**src/rtl/gpu_vtxload_pkg.sv**
```systemverilog
// Shared types, constants and colour conversion for the vertex loader.
package gpu_vtxload_pkg;

  typedef enum logic [1:0] {
    ST_IDLE    = 2'd0,
    ST_LOAD    = 2'd1,
    ST_PRESENT = 2'd2
  } state_e;

  localparam logic [8:0] COL_WHITE = 9'd256;

  // 8-bit component to 9-bit rasterizer colour; textured colours are doubled,
  // untextured non-fill colours are biased by their MSB so 0xFF reaches 256.
  function automatic logic [8:0] color_conv(input logic [7:0] c,
                                            input logic       use_tex,
                                            input logic       ignore,
                                            input logic       is_fill);
    logic [8:0] r;
    if (ignore) begin
      r = COL_WHITE;
    end else if (use_tex) begin
      r = {c, 1'b0};
    end else begin
      r = {1'b0, c} + 9'(c[7] & ~is_fill);
    end
    return r;
  endfunction

endpackage

```
**src/rtl/gpu_vtx_color_conv.sv**
```systemverilog
// Combinational single-component colour converter.
module gpu_vtx_color_conv
  import gpu_vtxload_pkg::*;
(
  input  logic [7:0] i_comp,
  input  logic       i_bUseTexture,
  input  logic       i_bIgnoreColor,
  input  logic       i_bIsFill,
  output logic [8:0] o_col_c
);

  assign o_col_c = color_conv(i_comp, i_bUseTexture, i_bIgnoreColor, i_bIsFill);

endmodule

```
**src/rtl/gpu_vertex_loader.sv**
```systemverilog
// Vertex register file: fills slots from parser words, presents complete
// primitives to rasterizer setup, and slides the window in strip mode.
module gpu_vertex_loader
  import gpu_vtxload_pkg::*;
#(
  parameter int unsigned NUM_VTX = 4,
  parameter int unsigned COORD_W = 12,
  parameter int unsigned COL_W   = 9,
  parameter int unsigned UV_W    = 8,
  parameter int unsigned SW      = $clog2(NUM_VTX)
) (
  input  logic                        i_clk,
  input  logic                        i_rst,
  input  logic                        i_start,
  input  logic [SW:0]                 i_required,
  input  logic                        i_stripMode,
  input  logic                        i_end,
  input  logic                        i_validData,
  input  logic [31:0]                 i_data,
  input  logic                        i_loadXY,
  input  logic                        i_loadUV,
  input  logic                        i_loadRGB,
  input  logic                        i_loadAllRGB,
  input  logic                        i_bUseTexture,
  input  logic                        i_bIgnoreColor,
  input  logic                        i_bIsFill,
  input  logic signed [10:0]          i_offsetX,
  input  logic signed [10:0]          i_offsetY,
  output logic                        o_loadReady,
  output logic                        o_primValid,
  input  logic                        i_primAccept,
  output logic [NUM_VTX-1:0]          o_vtxMask,
  output logic [NUM_VTX*COORD_W-1:0]  o_X,
  output logic [NUM_VTX*COORD_W-1:0]  o_Y,
  output logic [NUM_VTX*COL_W-1:0]    o_R,
  output logic [NUM_VTX*COL_W-1:0]    o_G,
  output logic [NUM_VTX*COL_W-1:0]    o_B,
  output logic [NUM_VTX*UV_W-1:0]     o_U,
  output logic [NUM_VTX*UV_W-1:0]     o_V
);

  localparam int unsigned EXT_W = COORD_W - 11;

  state_e               state_q;
  logic [NUM_VTX-1:0]   mask_q;
  logic [SW:0]          req_q;
  logic                 strip_q;
  logic [SW-1:0]        last_q;
  logic                 valid_q;
  logic                 ready_q;

  logic [COORD_W-1:0]   x_q [NUM_VTX];
  logic [COORD_W-1:0]   y_q [NUM_VTX];
  logic [COL_W-1:0]     r_q [NUM_VTX];
  logic [COL_W-1:0]     g_q [NUM_VTX];
  logic [COL_W-1:0]     b_q [NUM_VTX];
  logic [UV_W-1:0]      u_q [NUM_VTX];
  logic [UV_W-1:0]      v_q [NUM_VTX];

  logic [SW-1:0]        next_slot;
  logic [NUM_VTX-1:0]   mask_set;
  logic [NUM_VTX-1:0]   strip_mask;
  logic [SW:0]          pop_cnt;
  logic [COORD_W-1:0]   xy_x;
  logic [COORD_W-1:0]   xy_y;
  logic [8:0]           col_r;
  logic [8:0]           col_g;
  logic [8:0]           col_b;
  logic                 unused_data;

  assign unused_data = ^i_data[31:27];

  // Lowest free slot, the mask after an XY write, its in-range popcount, and
  // the mask left behind by a strip shift.
  always_comb begin
    next_slot  = '0;
    mask_set   = mask_q;
    strip_mask = '0;
    pop_cnt    = '0;
    for (int k = int'(NUM_VTX) - 1; k >= 0; k--) begin
      if (!mask_q[k]) next_slot = SW'(k);
    end
    mask_set[next_slot] = 1'b1;
    for (int k = 0; k < int'(NUM_VTX); k++) begin
      if (mask_set[k] && ((SW+1)'(k) < req_q)) pop_cnt = pop_cnt + (SW+1)'(1);
      if ((SW+1)'(k + 1) < req_q) strip_mask[k] = 1'b1;
    end
  end

  assign xy_x = {{EXT_W{i_data[10]}}, i_data[10:0]} + {{EXT_W{i_offsetX[10]}}, i_offsetX};
  assign xy_y = {{EXT_W{i_data[26]}}, i_data[26:16]} + {{EXT_W{i_offsetY[10]}}, i_offsetY};

  gpu_vtx_color_conv u_conv_r (
    .i_comp         (i_data[7:0]),
    .i_bUseTexture  (i_bUseTexture),
    .i_bIgnoreColor (i_bIgnoreColor),
    .i_bIsFill      (i_bIsFill),
    .o_col_c        (col_r)
  );

  gpu_vtx_color_conv u_conv_g (
    .i_comp         (i_data[15:8]),
    .i_bUseTexture  (i_bUseTexture),
    .i_bIgnoreColor (i_bIgnoreColor),
    .i_bIsFill      (i_bIsFill),
    .o_col_c        (col_g)
  );

  gpu_vtx_color_conv u_conv_b (
    .i_comp         (i_data[23:16]),
    .i_bUseTexture  (i_bUseTexture),
    .i_bIgnoreColor (i_bIgnoreColor),
    .i_bIsFill      (i_bIsFill),
    .o_col_c        (col_b)
  );

  always_ff @(posedge i_clk) begin
    if (i_rst) begin
      state_q <= ST_IDLE;
      mask_q  <= '0;
      req_q   <= '0;
      strip_q <= 1'b0;
      last_q  <= '0;
      valid_q <= 1'b0;
      ready_q <= 1'b1;
      for (int k = 0; k < int'(NUM_VTX); k++) begin
        x_q[k] <= '0;
        y_q[k] <= '0;
        r_q[k] <= '0;
        g_q[k] <= '0;
        b_q[k] <= '0;
        u_q[k] <= '0;
        v_q[k] <= '0;
      end
    end else if (i_start) begin
      state_q <= ST_LOAD;
      mask_q  <= '0;
      req_q   <= i_required;
      strip_q <= i_stripMode;
      valid_q <= 1'b0;
      ready_q <= 1'b1;
    end else begin
      case (state_q)
        ST_IDLE, ST_LOAD: begin
          if (i_end) begin
            state_q <= ST_IDLE;
            mask_q  <= '0;
          end else if (i_validData) begin
            if (i_loadAllRGB) begin
              for (int k = 0; k < int'(NUM_VTX); k++) begin
                r_q[k] <= COL_W'(col_r);
                g_q[k] <= COL_W'(col_g);
                b_q[k] <= COL_W'(col_b);
              end
            end else if (i_loadRGB) begin
              r_q[next_slot] <= COL_W'(col_r);
              g_q[next_slot] <= COL_W'(col_g);
              b_q[next_slot] <= COL_W'(col_b);
            end
            if (i_loadUV) begin
              u_q[last_q] <= UV_W'(i_data[7:0]);
              v_q[last_q] <= UV_W'(i_data[15:8]);
            end
            if (i_loadXY) begin
              x_q[next_slot] <= xy_x;
              y_q[next_slot] <= xy_y;
              mask_q         <= mask_set;
              last_q         <= next_slot;
              if (pop_cnt == req_q) begin
                state_q <= ST_PRESENT;
                valid_q <= 1'b1;
                ready_q <= 1'b0;
              end
            end
          end
        end
        ST_PRESENT: begin
          if (i_primAccept) begin
            valid_q <= 1'b0;
            ready_q <= 1'b1;
            if (strip_q && (req_q > (SW+1)'(1))) begin
              // Slide the window down one slot; the newest vertex stays loaded.
              for (int k = 0; k < int'(NUM_VTX) - 1; k++) begin
                if ((SW+1)'(k + 1) < req_q) begin
                  x_q[k] <= x_q[k+1];
                  y_q[k] <= y_q[k+1];
                  r_q[k] <= r_q[k+1];
                  g_q[k] <= g_q[k+1];
                  b_q[k] <= b_q[k+1];
                  u_q[k] <= u_q[k+1];
                  v_q[k] <= v_q[k+1];
                end
              end
              mask_q  <= strip_mask;
              last_q  <= SW'(req_q - (SW+1)'(2));
              state_q <= ST_LOAD;
            end else begin
              mask_q  <= '0;
              state_q <= ST_IDLE;
            end
          end
        end
        default: begin
          state_q <= ST_IDLE;
        end
      endcase
    end
  end

  assign o_loadReady = ready_q;
  assign o_primValid = valid_q;
  assign o_vtxMask   = mask_q;

  // Flatten slot registers onto the packed output buses.
  for (genvar gv = 0; gv < int'(NUM_VTX); gv++) begin : g_pack
    assign o_X[gv*COORD_W +: COORD_W] = x_q[gv];
    assign o_Y[gv*COORD_W +: COORD_W] = y_q[gv];
    assign o_R[gv*COL_W +: COL_W]     = r_q[gv];
    assign o_G[gv*COL_W +: COL_W]     = g_q[gv];
    assign o_B[gv*COL_W +: COL_W]     = b_q[gv];
    assign o_U[gv*UV_W +: UV_W]       = u_q[gv];
    assign o_V[gv*UV_W +: UV_W]       = v_q[gv];
  end

endmodule

```
**config.mk**
```make
export PLATFORM = sky130hd
export DESIGN_NAME = gpu_vertex_loader
export DESIGN_NICKNAME = d
export VERILOG_FILES = /design/src/rtl/gpu_vtxload_pkg.sv /design/src/rtl/gpu_vtx_color_conv.sv /design/src/rtl/gpu_vertex_loader.sv
export SDC_FILE = /design/constraint.sdc
export NUM_CORES = 1
export LEC_CHECK = 0
export ABC_CLOCK_PERIOD_IN_PS = 6200
export BUFFER_PORTS_ARGS = -buffer_cell sky130_fd_sc_hd__buf_2
export CAP_MARGIN = 10
export CORE_ASPECT_RATIO = 0.6
export CORE_MARGIN = 5
export CORE_UTILIZATION = 35
export CTS_CLUSTER_DIAMETER = 150
export DETAILED_ROUTE_END_ITERATION = 10
export SLEW_MARGIN = 20
export SYNTH_ARGS = -nofsm -noshare
export SYNTH_HDL_FRONTEND = slang
export SYNTH_SLANG_ARGS = --single-unit
```
**constraint.sdc**
```tcl
create_clock -name i_clk -period 6.2 [get_ports i_clk]
set_clock_uncertainty 0.1 [all_clocks]
set_input_delay 0.31 -clock i_clk [delete_from_list [all_inputs] [get_ports i_clk]]
set_output_delay 0.31 -clock i_clk [all_outputs]
set_load 0.01 [all_outputs]
```
Word level (Yosys, flattened, before mapping)
Memory sizes are Yosys's and may differ from the RTL's.
Index checks and enable logic that the tools add are counted.
- $add $sub $neg: 9
- order comparisons: 8
- equal/unequal tests: 16
- muxes and demuxes: 155
- bitwise operators: 39
- reductions and logical operators: 22
- operators by type and width (cell ; count):
    two-way mux 9 bit ; 30
    two-way mux 12 bit ; 8
    two-way mux 1 bit ; 74
    two-way mux 8 bit ; 8
    two-way mux 2 bit ; 21
    bitwise OR 1 bit ; 33
    adder 8 x 9 -> 9 bit ; 3
    AND 1 x 9 -> 9 bit ; 3
    OR reduction 9 bit ; 3
    adder 11 x 11 -> 12 bit ; 2
    OR reduction 12 bit ; 2
    two-way mux 4 bit ; 5
    OR reduction 8 bit ; 2
    inequality test 2 bit, second input constant ; 6
    inequality test 3 bit, second input constant ; 4
    inequality test 4 bit, second input constant ; 3
    AND reduction 4 bit ; 3
    adder 3 x 1 -> 3 bit, second input constant ; 3
    two-way mux 3 bit ; 3
    NOT 1 -> 9 bit ; 1
    one-hot mux 2 bit (2 select lines) ; 2
    one-hot mux 4 bit (2 select lines) ; 1
    AND reduction 7 bit ; 1
    logical AND 1 bit ; 6
    other kinds (18) ; 22
- register bits after elaboration: 14
- bits in writable memories: 268
- input port bits: 71
- output and inout port bits: 274
- word-level logic and storage cells: 264
- memories kept: 7
- memories (name ; depth ; width ; read ports ; clocked after memory_dff ; write ports ; RTL line ; source):
    x_q ; 4 ; 12 ; 4 ; 0 ; 4 ; gpu_vertex_loader.sv:52 ; logic [COORD_W-1:0] x_q [NUM_VTX];
    y_q ; 4 ; 12 ; 4 ; 0 ; 4 ; gpu_vertex_loader.sv:53 ; logic [COORD_W-1:0] y_q [NUM_VTX];
    b_q ; 4 ; 9 ; 4 ; 0 ; 4 ; gpu_vertex_loader.sv:56 ; logic [COL_W-1:0] b_q [NUM_VTX];
    g_q ; 4 ; 9 ; 4 ; 0 ; 4 ; gpu_vertex_loader.sv:55 ; logic [COL_W-1:0] g_q [NUM_VTX];
    r_q ; 4 ; 9 ; 4 ; 0 ; 4 ; gpu_vertex_loader.sv:54 ; logic [COL_W-1:0] r_q [NUM_VTX];
    u_q ; 4 ; 8 ; 4 ; 0 ; 4 ; gpu_vertex_loader.sv:57 ; logic [UV_W-1:0] u_q [NUM_VTX];
    +1 memories ; n/a ; n/a ; n/a ; n/a ; n/a ; n/a ;

Depth between registers and ports, before layout
Gate-level depths: netlist of run 1.
- depth after elaboration: 24
- mapped depth: 12
- mapped depth without buffers: 11

Modules after synthesis
Synthesis of run 1 repeated with hierarchy kept, for this count alone.
- cell total of the unflattened synthesis: 1092
- area total of the unflattened synthesis: 13782.0 um^2
- modules (own cells, without submodules) (module ; instances ; cells each ; area an instance (um^2) ; sequential area each (um^2)):
    gpu_vertex_loader ; 1 ; 969 ; 12884.9 ; 8328.0
    gpu_vtx_color_conv ; 3 ; 41 ; 299.0 ; 0.0

Worst setup path before layout of run 1
OpenSTA, ideal clock, no wires.
- path kind: register to register
- start: reg req_q[2]
- end: reg state_q[0]
- library setup time: 0.137 ns
- data arrival time: 2.500 ns
- required time: 5.963 ns
- setup slack: 3.463 ns
- cell stages (with the launch flop): 10
- path buffers: 1
- clock period less this slack: 2.737 ns
- cells stage by stage: dfxtp_1 > clkbuf_1 > or3_1 > ha_1 > xor2_1 > ha_1 > a21oi_1 > or4b_1 > a21oi_1 > a221oi_1
- word-level cells in the longest chain between the ends: 12
- elaborated cells between the ends (all ways): 24
- those cells by class: 3 x add/sub; 5 x order compare; 2 x eq/ne; 8 x mux; 6 x reduce/logical
- ends and longest elaborated chain (item ; RTL line ; source):
    from (decl) ; gpu_vertex_loader.sv:46 ; logic [SW:0] req_q;
    from (signal assigned) ; gpu_vertex_loader.sv:138 ; req_q <= i_required;
    less-than comparator 1 x 3 -> 1 bit ; gpu_vertex_loader.sv:85 ; if (mask_set[k] && ((SW+1)'(k) < req_q)) pop_cnt = pop_cnt + (SW+1)'(1);
    logical AND 1 bit ; gpu_vertex_loader.sv:85 ;
    two-way mux 1 bit ; gpu_vertex_loader.sv:85 ;
    adder 3 x 1 -> 3 bit ; gpu_vertex_loader.sv:85 ;
    two-way mux 3 bit ; gpu_vertex_loader.sv:85 ;
    adder 3 x 1 -> 3 bit ; gpu_vertex_loader.sv:85 ;
    two-way mux 3 bit ; gpu_vertex_loader.sv:85 ;
    adder 3 x 1 -> 3 bit ; gpu_vertex_loader.sv:85 ;
    two-way mux 3 bit ; gpu_vertex_loader.sv:85 ;
    equality test 3 bit ; gpu_vertex_loader.sv:169 ; if (pop_cnt == req_q) begin
    inequality test 4 bit (no line) ; n/a ;
    AND reduction 4 bit (no line) ; n/a ;
    to (signal assigned) ; gpu_vertex_loader.sv:170 ; state_q <= ST_PRESENT;
    to (signal assigned) ; gpu_vertex_loader.sv:196 ; state_q <= ST_LOAD;
    to (signal assigned) ; gpu_vertex_loader.sv:199 ; state_q <= ST_IDLE;
    to (decl) ; gpu_vertex_loader.sv:44 ; state_e state_q;
Parallel ways exist; a longest one is shown, timed or not. The select of a mux whose other input is x is not followed.
A chain may end at the register's enable or synchronous reset.

==> Flow_metrics.wiki, run 1 <==
{| class="wikitable"
! Metric !! Value
|-
| Most common cell after layout, fill and taps aside || buf_2
|-
| Type of origin of the critical path || register
|-
| Top post-synthesis cells by area || edfxtp_1 60%, a22o_1 9.8%, ha_1 2.9%
|-
| Worst Setup End Kind || register
|-
| Worst-path maximum fanout || 16
|-
| X dimension of the die || 263 um
|-
| Count of antenna-violating nets left after detailed routing || 0
|-
| Max H-tree Level || 1
|-
| Yosys top cell by area || edfxtp_1
|-
| Critical-path cell with the highest stage delay || nor4_1
|-
| Port Buf Inserts || 339
|-
| Number of gates given a new drive strength after cts || 0
|-
| Placement Rows || 55
|-
| Ordered cell list for the critical path || nor2_1 -> nor4_1 -> a21oi_1 -> nand2b_1
|-
| Maximum clock frequency || 288 MHz
|-
| Hold crit path type || in -> reg
|-
| Sequential area share after synthesis || 62.1%
|-
| Critical path's largest stage delay || 0.93 ns
|-
| Detailed Place HPWL || 33300 um
|-
| Clock-pin slew reported for the worst setup and hold paths after clock tree synthesis || 0.06 ns
|-
| Final number of max-transition violations || 0
|-
| Setup violations, final || 0
|-
| Met3 track demand over resource in global routing || 4.03%
|-
| Final hold viol count || 0
|-
| Number of nets in the finished design || 1482
|-
| Worst slack at placement || 2.77 ns
|-
| Leakage power of the design || 6.81 nW
|-
| Remaining DRCs || 0
|-
| RSZ-0062 raised after global routing || false
|-
| Via count of the routed design || 10400
|-
| Layout Area Growth over Synthesis || 23.2%
|-
| Io pins || 345
|-
| Mean area per synthesized cell || 12.6 um2
|-
| Most Crowded Layer GR || met2
|-
| Normalized max-slew margin || 30.0%
|-
| GRT Overall Usage || 20.3%
|-
| Number of buffers and inverters on the critical path || 0
|-
| Most used cells in the layout excluding fill and tap cells || 339 x buf_2, 268 x edfxtp_1, 150 x a22o_1, 72 x nand2_1, 58 x o21ai_0
|-
| Grt met1 use || 29.0%
|-
| Starting density of the core || 35.5%
|-
| Crit path required time || 6.27 ns
|-
| Insertion delay of the later-clocked pin in the worst-skew pair || 0.55 ns
|-
| Peak supply drop || 0.000195 V
|-
| Top flip-flop cell by instance count after synthesis || edfxtp_1
|-
| Post-CTS Setup Inserts || 0
|-
| First-pass GRT wire length || 66200 um
|-
| Share of post-route cells with drive strength above 1 || 29.5%
|-
| Root buffer cell || clkbuf_16
|-
| Number of flops mapped to enable cells by yosys || 268
|-
| Filler cell count || 3548
|-
| Number of warnings issued by yosys || 0
|-
| Netlist area before placement || 0.0134 mm2
|-
| Shortest period the worst path allows || 3.48 ns
|-
| Post-route design area || 0.0165 mm2
|-
| Share of flip-flops with an asynchronous set or reset after synthesis || 0%
|-
| CP arrival || 3.55 ns
|-
| Setup total negative slack || 0 ns
|-
| TritonCTS buffer count || 29
|-
| TritonCTS clock tree || built
|-
| Final worst path period share || 56.1%
|-
| Vias in the first global route || 9929
|-
| Max clock buf depth || 3
|-
| Initial antenna violation count || 5
|-
| Outcome || finished, final reports clean
|-
| Maximum number of pins on one net before global-route repair || 68
|-
| Critical path start-end classification || reg -> reg
|-
| Number of sinks handled by clock tree synthesis || 282
|-
| Count of cell types in the netlist || 60
|-
| Maximum capacitance violations || 0
|-
| Crit path setup slack, layout || 2.72 ns
|-
| Area of the die || 0.0424 mm2
|-
| Area of the placeable core || 0.0378 mm2
|-
| Number of instances in the synthesized netlist || 1063
|-
| First-iteration detailed-routing DRC count || 869
|-
| Area taken by multi-input logic gates || 0.00472 mm2
|-
| Power per standard cell area || 263 mW/mm2
|-
| Post-CTS Hold Buffers || 5
|-
| Mapped Nets || 1167
|-
| Total global routing overflow || 0
|-
| Vertical extent of the die || 162 um
|-
| Met2 Usage GRT || 32.6%
|-
| Register area || 0.00833 mm2
|-
| Number of iterations in the first detailed-routing pass || 5
|-
| Overall power consumption || 4.34 mW
|-
| Post-synthesis register bit count || 282
|-
| Instance area after placement || 0.0155 mm2
|-
| Area share of the largest cell type after synthesis || 60.0%
|-
| Weighted congestion at the end of routability-driven global placement || 0.876
|-
| Detail-routed net length per standard cell || 23.8 um
|-
| Overall routed net length || 45700 um
|-
| Worst-Margin Slew || 1.04 ns
|-
| Avg Vias per Cell || 5.41
|-
| Top cell family by delay on the critical path || simple AND/OR/NAND/NOR gates
|}
-- stage by stage --
stage          cells  utilization [%]  hold slack, ns
3_5_place_dp    1854             41.2           0.382
5_1_grt         1915             43.7          0.0711
3_3_place_gp    1854             41.1           0.378
6_report        1918             43.7          0.0757
4_1_cts         1912             43.6          0.0396
2_1_floorplan   1063                -           0.357
-- registers in the layout, indices dropped and copies added (netlist names) --
register	flops
x_q	48
y_q	48
b_q	36
g_q	36
r_q	36
u_q	32
v_q	32
o_vtxMask	4
req_q	3
last_q	2
state_q	2
o_loadReady	1
o_primValid	1
strip_q	1
-- cell usage after synthesis, drive strengths merged, types with 4 or more instances --
| library cell | number |
|---|---|
| edfxtp | 268 |
| a22o | 150 |
| nand2 | 75 |
| o21ai | 61 |
| nor2 | 58 |
| a21oi | 49 |
| clkbuf | 46 |
| and2 | 45 |
| ha | 31 |
| buf | 29 |
| nor3 | 20 |
| inv | 18 |
| nand2b | 16 |
| nand3 | 16 |
| xnor2 | 15 |
| a21o | 14 |
| dfxtp | 14 |
| and3 | 13 |
| nor2b | 13 |
| xor2 | 11 |
| a32o | 10 |
| nand3b | 10 |
| o21a | 9 |
| mux2i | 8 |
| o21bai | 5 |
| a31oi | 4 |
| nor3b | 4 |
| nor4 | 4 |
| o22ai | 4 |
| o31ai | 4 |
-- worst min-delay path, cell delays in order --
cell,delay (ns)
buf_2,0.13
nor2_1,0.07
nand2_1,0.07
a221oi_1,0.07
-- where the power goes --
group | internal, mW | switching [mW]
Combinational | 0.150 | 0.319
Clock | 0.903 | 0.763
Sequential | 2.16 | 0.0453
Total | 3.21 | 1.13
-- area by class of cell --
type | count | share of cell area, %
sequential | 282 | 50.4
multi-input combinational | 688 | 28.6
timing repair buffer | 359 | 11.3
clock buffer | 35 | 4.53
tap | 513 | 3.89
clock inverter | 18 | 0.742
inverter | 18 | 0.409
antenna | 5 | 0.0758
-- logic make-up after synthesis --
logic type                 Yosys count  share of synthesized area, %
AOI/OAI and AO/OA                  330                          18.1
xor gates and xnor gates            26                          1.70
adders and majority gates           33                          3.19
buffers and inverters               93                          3.02
DFF                                282                          62.1
muxes                                8                         0.597
and+or+nand+nor                    291                          11.2
-- path summary, 6_finish.rpt --
kind | startpoint | to | slack [ns] | depth (start not counted)
setup reg to reg | req_q[2]$_SDFFE_PP0P_ | v_q[1][4]$_DFFE_PP_ | 2.72 | 4
setup / recovery | req_q[2]$_SDFFE_PP0P_ | v_q[1][4]$_DFFE_PP_ | 2.72 | 4
hold / removal | i_end | state_q[0]$_SDFFE_PP0P_ | 0.08 | 4
hold reg to reg | o_loadReady$_SDFFE_PP1P_ | o_loadReady$_SDFFE_PP1P_ | 0.38 | 2
-- per-layer routing --
layer / wire [um] / part of all wire, % / vias to the layer above
met1: 20500 / 45 / 5176
met4: 965 / 2.1 / 4
li1: - / - / 4737
met2: 21300 / 47 / 414
met5: 22 / 0.048 / -
met3: 2900 / 6.3 / 52
Note: power is estimated with default switching activity, not from simulation.
==> run 2, diff against run 1 <==
--- a/config.mk
+++ b/config.mk
@@ -5,7 +5,7 @@
 export SDC_FILE = /design/constraint.sdc
 export NUM_CORES = 1
 export LEC_CHECK = 0
-export ABC_CLOCK_PERIOD_IN_PS = 6200
+export ABC_CLOCK_PERIOD_IN_PS = 3350
 export BUFFER_PORTS_ARGS = -buffer_cell sky130_fd_sc_hd__buf_2
 export CAP_MARGIN = 10
 export CORE_ASPECT_RATIO = 0.6
==> constraint.sdc (replaced) <==
create_clock -name i_clk -period 3.35 [get_ports i_clk]
set_clock_uncertainty 0.1 [all_clocks]
set_input_delay 0.1675 -clock i_clk [delete_from_list [all_inputs] [get_ports i_clk]]
set_output_delay 0.1675 -clock i_clk [all_outputs]
set_load 0.01 [all_outputs]
==> Flow_metrics.wiki, run 2 (synthesized netlist as in run 1, its figures left out) <==
{| class="wikitable"
! Metric !! Value
|-
| Vias in the first global route || 10200
|-
| Maximum capacitance violations || 0
|-
| Final worst path period share || 85.3%
|-
| TritonCTS buffer count || 29
|-
| Setup total negative slack || 0 ns
|-
| Max layer used || met5
|-
| Worst-path maximum fanout || 9
|-
| Ordered cell list for the critical path || or3_1 -> ha_1 -> xor2_1 -> ha_1 -> a21oi_1 -> or4b_1 -> a21oi_1 -> a221oi_1
|-
| Maximum number of pins on one net before global-route repair || 68
|-
| Critical path start-end classification || reg -> reg
|-
| CP arrival || 3.18 ns
|-
| Critical path's largest stage delay || 0.50 ns
|-
| Placement Rows || 55
|-
| RSZ-0062 raised after global routing || false
|-
| Remaining DRCs || 0
|-
| Setup violations, final || 0
|-
| Vertical extent of the die || 162 um
|-
| Count of antenna-violating nets left after detailed routing || 0
|-
| Root buffer cell || clkbuf_16
|-
| First-iteration detailed-routing DRC count || 880
|-
| Power per standard cell area || 490 mW/mm2
|-
| Outcome || finished, final reports clean
|-
| Type of origin of the critical path || register
|-
| TritonCTS clock tree || built
|-
| Hold crit path type || in -> reg
|-
| Final number of max-transition violations || 0
|-
| Number of buffers and inverters on the critical path || 0
|-
| Met3 wire length || 2760 um
|-
| Number of iterations in the first detailed-routing pass || 5
|-
| Filler cell count || 3484
|-
| Peak supply drop || 0.000347 V
|-
| X dimension of the die || 263 um
|-
| Met2 routed wirelength || 20800 um
|-
| Layout Area Growth over Synthesis || 27.2%
|-
| Most used cells in the layout excluding fill and tap cells || 339 x buf_2, 268 x edfxtp_1, 150 x a22o_1, 75 x nand2_1, 58 x o21ai_0
|-
| Post-CTS Setup Inserts || 0
|-
| Top cell family by delay on the critical path || simple AND/OR/NAND/NOR gates
|-
| Area of the placeable core || 0.0378 mm2
|-
| Worst-Margin Slew || 0.937 ns
|-
| Critical-path cell with the highest stage delay || or4b_1
|-
| Shortest period the worst path allows || 2.86 ns
|-
| First-pass GRT wire length || 68000 um
|-
| Initial antenna violation count || 6
|-
| Insertion delay of the later-clocked pin in the worst-skew pair || 0.55 ns
|-
| Share of post-route cells with drive strength above 1 || 30.0%
|-
| GRT Overall Usage || 20.9%
|-
| Number of sinks handled by clock tree synthesis || 282
|-
| Max clock buf depth || 3
|-
| Largest registers || x_q (48), y_q (48)
|-
| Worst Setup End Kind || register
|-
| Number of nets in the finished design || 1531
|-
| Crit path required time || 3.67 ns
|-
| Starting density of the core || 35.5%
|-
| Io pins || 345
|-
| Clock-pin slew reported for the worst setup and hold paths after clock tree synthesis || 0.06 ns
|-
| Most common cell after layout, fill and taps aside || buf_2
|-
| Final hold viol count || 0
|-
| Area of the die || 0.0424 mm2
|-
| Port Buf Inserts || 339
|-
| Normalized max-slew margin || 37.5%
|-
| Detailed Place HPWL || 33800 um
|-
| Leakage power of the design || 7.08 nW
|-
| Overall routed net length || 46100 um
|-
| Detail-routed net length per standard cell || 23.5 um
|-
| Worst reg2reg setup slack || 0.49 ns
|-
| Max H-tree Level || 1
|-
| Avg Vias per Cell || 5.31
|-
| Total global routing overflow || 0
|-
| Via count of the routed design || 10400
|-
| Maximum clock frequency || 350 MHz
|-
| Met1 Wirelength || 21200 um
|-
| Weighted congestion at the end of routability-driven global placement || 0.870
|-
| Overall power consumption || 8.36 mW
|}
[run 2: changes by cell type in the layout (fill, tap and decap cells not counted), moves of 2 or more]
cell,before,now
buf_12,1,4
buf_4,14,37
bufinv_16,1,5
clkinv_2,8,2
clkinvlp_4,1,3
dlygate4sd3_1,5,28
nand2_1,72,75
nand2_2,3,0
[run 2: through the flow]
| stage | area (um2) | hold WS (ns) | cells | utilization, % | setup WS (ns) |
|---|---|---|---|---|---|
| 2_1_floorplan | 13400 | 0.215 | 1063 | - | 0.613 |
| 3_3_place_gp | 15800 | 0.306 | 1881 | 41.8 | 0.575 |
| 3_5_place_dp | 15800 | 0.310 | 1881 | 41.8 | 0.514 |
| 4_1_cts | 17000 | 0.00734 | 1961 | 45.1 | 0.505 |
| 5_1_grt | 17100 | 0.0216 | 1965 | 45.1 | 0.222 |
| 6_report | 17100 | 0.0243 | 1966 | 45.1 | 0.491 |
[run 2: worst paths after layout]
kind                       startpoint                        to  cells after the start
max             req_q[1]$_SDFFE_PP0P_   state_q[0]$_SDFFE_PP0P_                      8
min                         i_data[9]   v_q[3][1]$_SDFFCE_PN0P_                      2
max reg2reg     req_q[1]$_SDFFE_PP0P_   state_q[0]$_SDFFE_PP0P_                      8
min reg2reg  o_loadReady$_SDFFE_PP1P_  o_loadReady$_SDFFE_PP1P_                      2
[run 2: metal layers]
metal  GRT usage [%]  vias to the layer above
met5               0                        -
met4            6.65                        4
met3            4.03                       67
met2            32.5                      347
met1            29.7                     5190
li1                -                     4822
[run 2: power by group]
part | internal (mW) | switching (mW)
Combinational | 0.315 | 0.606
Sequential | 3.99 | 0.0759
Clock | 1.97 | 1.40
Total | 6.28 | 2.08
[run 2: timing repair]
action / 4_1_cts / 5_1_grt
hold endpoints to repair: 41 / 0
gates resized for setup: 0 / 0
hold buffers: 28 / 0
[run 2: final cells by class]
cell class	instances	area (um2)	area share, %
sequential	282	8330	48.8
multi-input combinational	688	4700	27.6
timing repair buffer	408	2330	13.7
clock buffer	35	748	4.39
tap	513	642	3.76
clock inverter	17	219	1.28
inverter	18	67.6	0.396
antenna	5	12.5	0.0734
==> run 3, diff against run 2 <==
--- a/config.mk
+++ b/config.mk
@@ -5,7 +5,7 @@
 export SDC_FILE = /design/constraint.sdc
 export NUM_CORES = 1
 export LEC_CHECK = 0
-export ABC_CLOCK_PERIOD_IN_PS = 3350
+export ABC_CLOCK_PERIOD_IN_PS = 3600
 export BUFFER_PORTS_ARGS = -buffer_cell sky130_fd_sc_hd__buf_2
 export CAP_MARGIN = 10
 export CORE_ASPECT_RATIO = 0.6
==> constraint.sdc (replaced) <==
create_clock -name i_clk -period 3.6 [get_ports i_clk]
set_clock_uncertainty 0.1 [all_clocks]
set_input_delay 0.18 -clock i_clk [delete_from_list [all_inputs] [get_ports i_clk]]
set_output_delay 0.18 -clock i_clk [all_outputs]
set_load 0.01 [all_outputs]
==> Flow_metrics.wiki, run 3 (synthesized netlist as in run 1, its figures left out) <==
{| class="wikitable"
! Metric !! Value
|-
| Count of antenna-violating nets left after detailed routing || 0
|-
| Flop pwr share || 50.9%
|-
| First-iteration detailed-routing DRC count || 787
|-
| Share of post-route cells with drive strength above 1 || 30.0%
|-
| Final hold viol count || 0
|-
| Port Buf Inserts || 339
|-
| Worst-path maximum fanout || 9
|-
| Via count of the routed design || 10500
|-
| Crit path required time || 3.94 ns
|-
| Cell repeated most along the worst path || ha_1
|-
| Shortest period the worst path allows || 3.37 ns
|-
| Worst-Margin Slew || 0.911 ns
|-
| CP arrival || 3.71 ns
|-
| Layout Area Growth over Synthesis || 25.2%
|-
| Maximum capacitance violations || 0
|-
| Placement Rows || 55
|-
| Avg Vias per Cell || 5.37
|-
| Post-CTS Setup Inserts || 0
|-
| Vias in the first global route || 10400
|-
| Starting density of the core || 35.5%
|-
| Filler cell count || 3537
|-
| Worst slack at placement || 0.725 ns
|-
| Peak supply drop || 0.000402 V
|-
| Normalized max-slew margin || 39.3%
|-
| Root buffer cell || clkbuf_16
|-
| TritonCTS clock tree || built
|-
| First-pass GRT wire length || 67500 um
|-
| Final number of max-transition violations || 0
|-
| Hold crit path type || in -> reg
|-
| Weighted congestion at the end of routability-driven global placement || 0.873
|-
| Most common cell after layout, fill and taps aside || buf_2
|-
| RSZ-0062 raised after global routing || false
|-
| Setup violations, final || 0
|-
| Final core area utilization || 44.4%
|-
| Total global routing overflow || 0
|-
| Clock share of power || 37.8%
|-
| Maximum clock frequency || 297 MHz
|-
| Insertion delay of the later-clocked pin in the worst-skew pair || 0.55 ns
|-
| Number of sinks handled by clock tree synthesis || 282
|-
| GRT Overall Usage || 20.7%
|-
| Worst Setup End Kind || register
|-
| Max H-tree Level || 1
|-
| Critical path's largest stage delay || 0.59 ns
|-
| Leakage power of the design || 6.96 nW
|-
| Crit path setup slack, layout || 0.233 ns
|-
| Instance area after placement || 0.0157 mm2
|-
| Detailed Place HPWL || 33900 um
|-
| Initial antenna violation count || 2
|-
| Critical path start-end classification || reg -> reg
|-
| Number of nets in the finished design || 1518
|-
| TritonCTS buffer count || 28
|-
| Clock-pin slew reported for the worst setup and hold paths after clock tree synthesis || 0.06 ns
|-
| Final worst path period share || 93.5%
|-
| Switch share || 25.8%
|-
| Area of the placeable core || 0.0378 mm2
|-
| Cell internal pwr || 5.53 mW
|-
| Critical-path cell with the highest stage delay || dlygate4sd3_1
|-
| Number of iterations in the first detailed-routing pass || 7
|-
| Outcome || finished, final reports clean
|-
| Part of the total power dissipated in combinational logic || 11.3%
|-
| Io pins || 345
|-
| Overall power consumption || 7.45 mW
|-
| Post-route design area || 0.0168 mm2
|-
| Vertical extent of the die || 162 um
|-
| Largest registers || x_q (48), y_q (48)
|-
| Area taken by multi-input logic gates || 0.00471 mm2
|-
| X dimension of the die || 263 um
|-
| Area of the die || 0.0424 mm2
|-
| Register area || 0.00833 mm2
|-
| Setup total negative slack || 0 ns
|-
| Max clock buf depth || 3
|-
| Switching power || 1.92 mW
|-
| Maximum number of pins on one net before global-route repair || 68
|-
| Ordered cell list for the critical path || or3_1 -> ha_1 -> xor2_1 -> ha_1 -> a21oi_1 -> or4b_1 -> a21oi_2 -> a221oi_1 -> dlygate4sd3_1
|-
| Detail-routed net length per standard cell || 23.6 um
|-
| Most used cells in the layout excluding fill and tap cells || 339 x buf_2, 268 x edfxtp_1, 150 x a22o_1, 75 x nand2_1, 58 x o21ai_0
|-
| Type of origin of the critical path || register
|-
| Power per standard cell area || 444 mW/mm2
|-
| Remaining DRCs || 0
|-
| Overall routed net length || 45900 um
|}
## run 3: what timing repair did
action                     in CTS  in global routing
gates resized for setup         0                  2
setup endpoints to repair       0                  1
hold endpoints to repair       29                  0
hold buffers                   20                  0
## run 3: through the flow
step,hold WS [ns],instances
after floorplan,0.227,1063
after global placement,0.321,1877
after detailed placement,0.321,1877
after CTS,0.000564,1946
after global routing,0.0193,1947
final,0.0327,1948
## run 3: final cells by class
cell class / instances / share of cell area [%]
clock inverter: 17 / 0.656
clock buffer: 32 / 4.39
inverter: 18 / 0.403
timing repair buffer: 396 / 13.0
tap: 513 / 3.83
sequential: 282 / 49.6
antenna: 2 / 0.0298
multi-input combinational: 688 / 28.1
## run 3: worst paths after layout
kind                              endpoint                startpoint  cells after the start  slack [ns]
setup / recovery   state_q[0]$_SDFFE_PP0P_     req_q[1]$_SDFFE_PP0P_                      9        0.23
hold / removal     u_q[3][6]$_SDFFCE_PN0P_                 i_data[6]                      2        0.03
setup reg to reg   state_q[0]$_SDFFE_PP0P_     req_q[1]$_SDFFE_PP0P_                      9        0.23
hold reg to reg   o_loadReady$_SDFFE_PP1P_  o_loadReady$_SDFFE_PP1P_                      2        0.39
## run 3: critical path, delay by kind of cell, from the launching register on
kind | cells | cell delay (ns)
buffers and inverters | 1 | 0.59
XOR/XNOR | 1 | 0.20
flip-flops | 1 | 0.42
adder cells (fa/ha/maj) | 2 | 0.59
AO/OA/AOI/OAI | 3 | 0.45
AND/OR/NAND/NOR | 2 | 0.90
## run 3: power by group through the flow
stage	Sequential, mW	Clock, mW	Combinational [mW]
global route	3.80	3.01	0.915
global placement	3.86	0	0.817
detailed placement	3.86	0	0.827
floorplan	3.91	0	0.364
CTS	3.79	2.88	0.850
finish	3.79	2.81	0.845
## run 3: per-layer routing
layer / up-vias / wire, um / global-route usage [%] / share of wire (%)
met4: 2 / 978 / 4.61 / 2.1
met2: 376 / 21300 / 33.6 / 46
met5: - / 11 / 0 / 0.024
met3: 54 / 2880 / 3.84 / 6.3
met1: 5228 / 20800 / 29.2 / 45
li1: 4798 / - / - / -
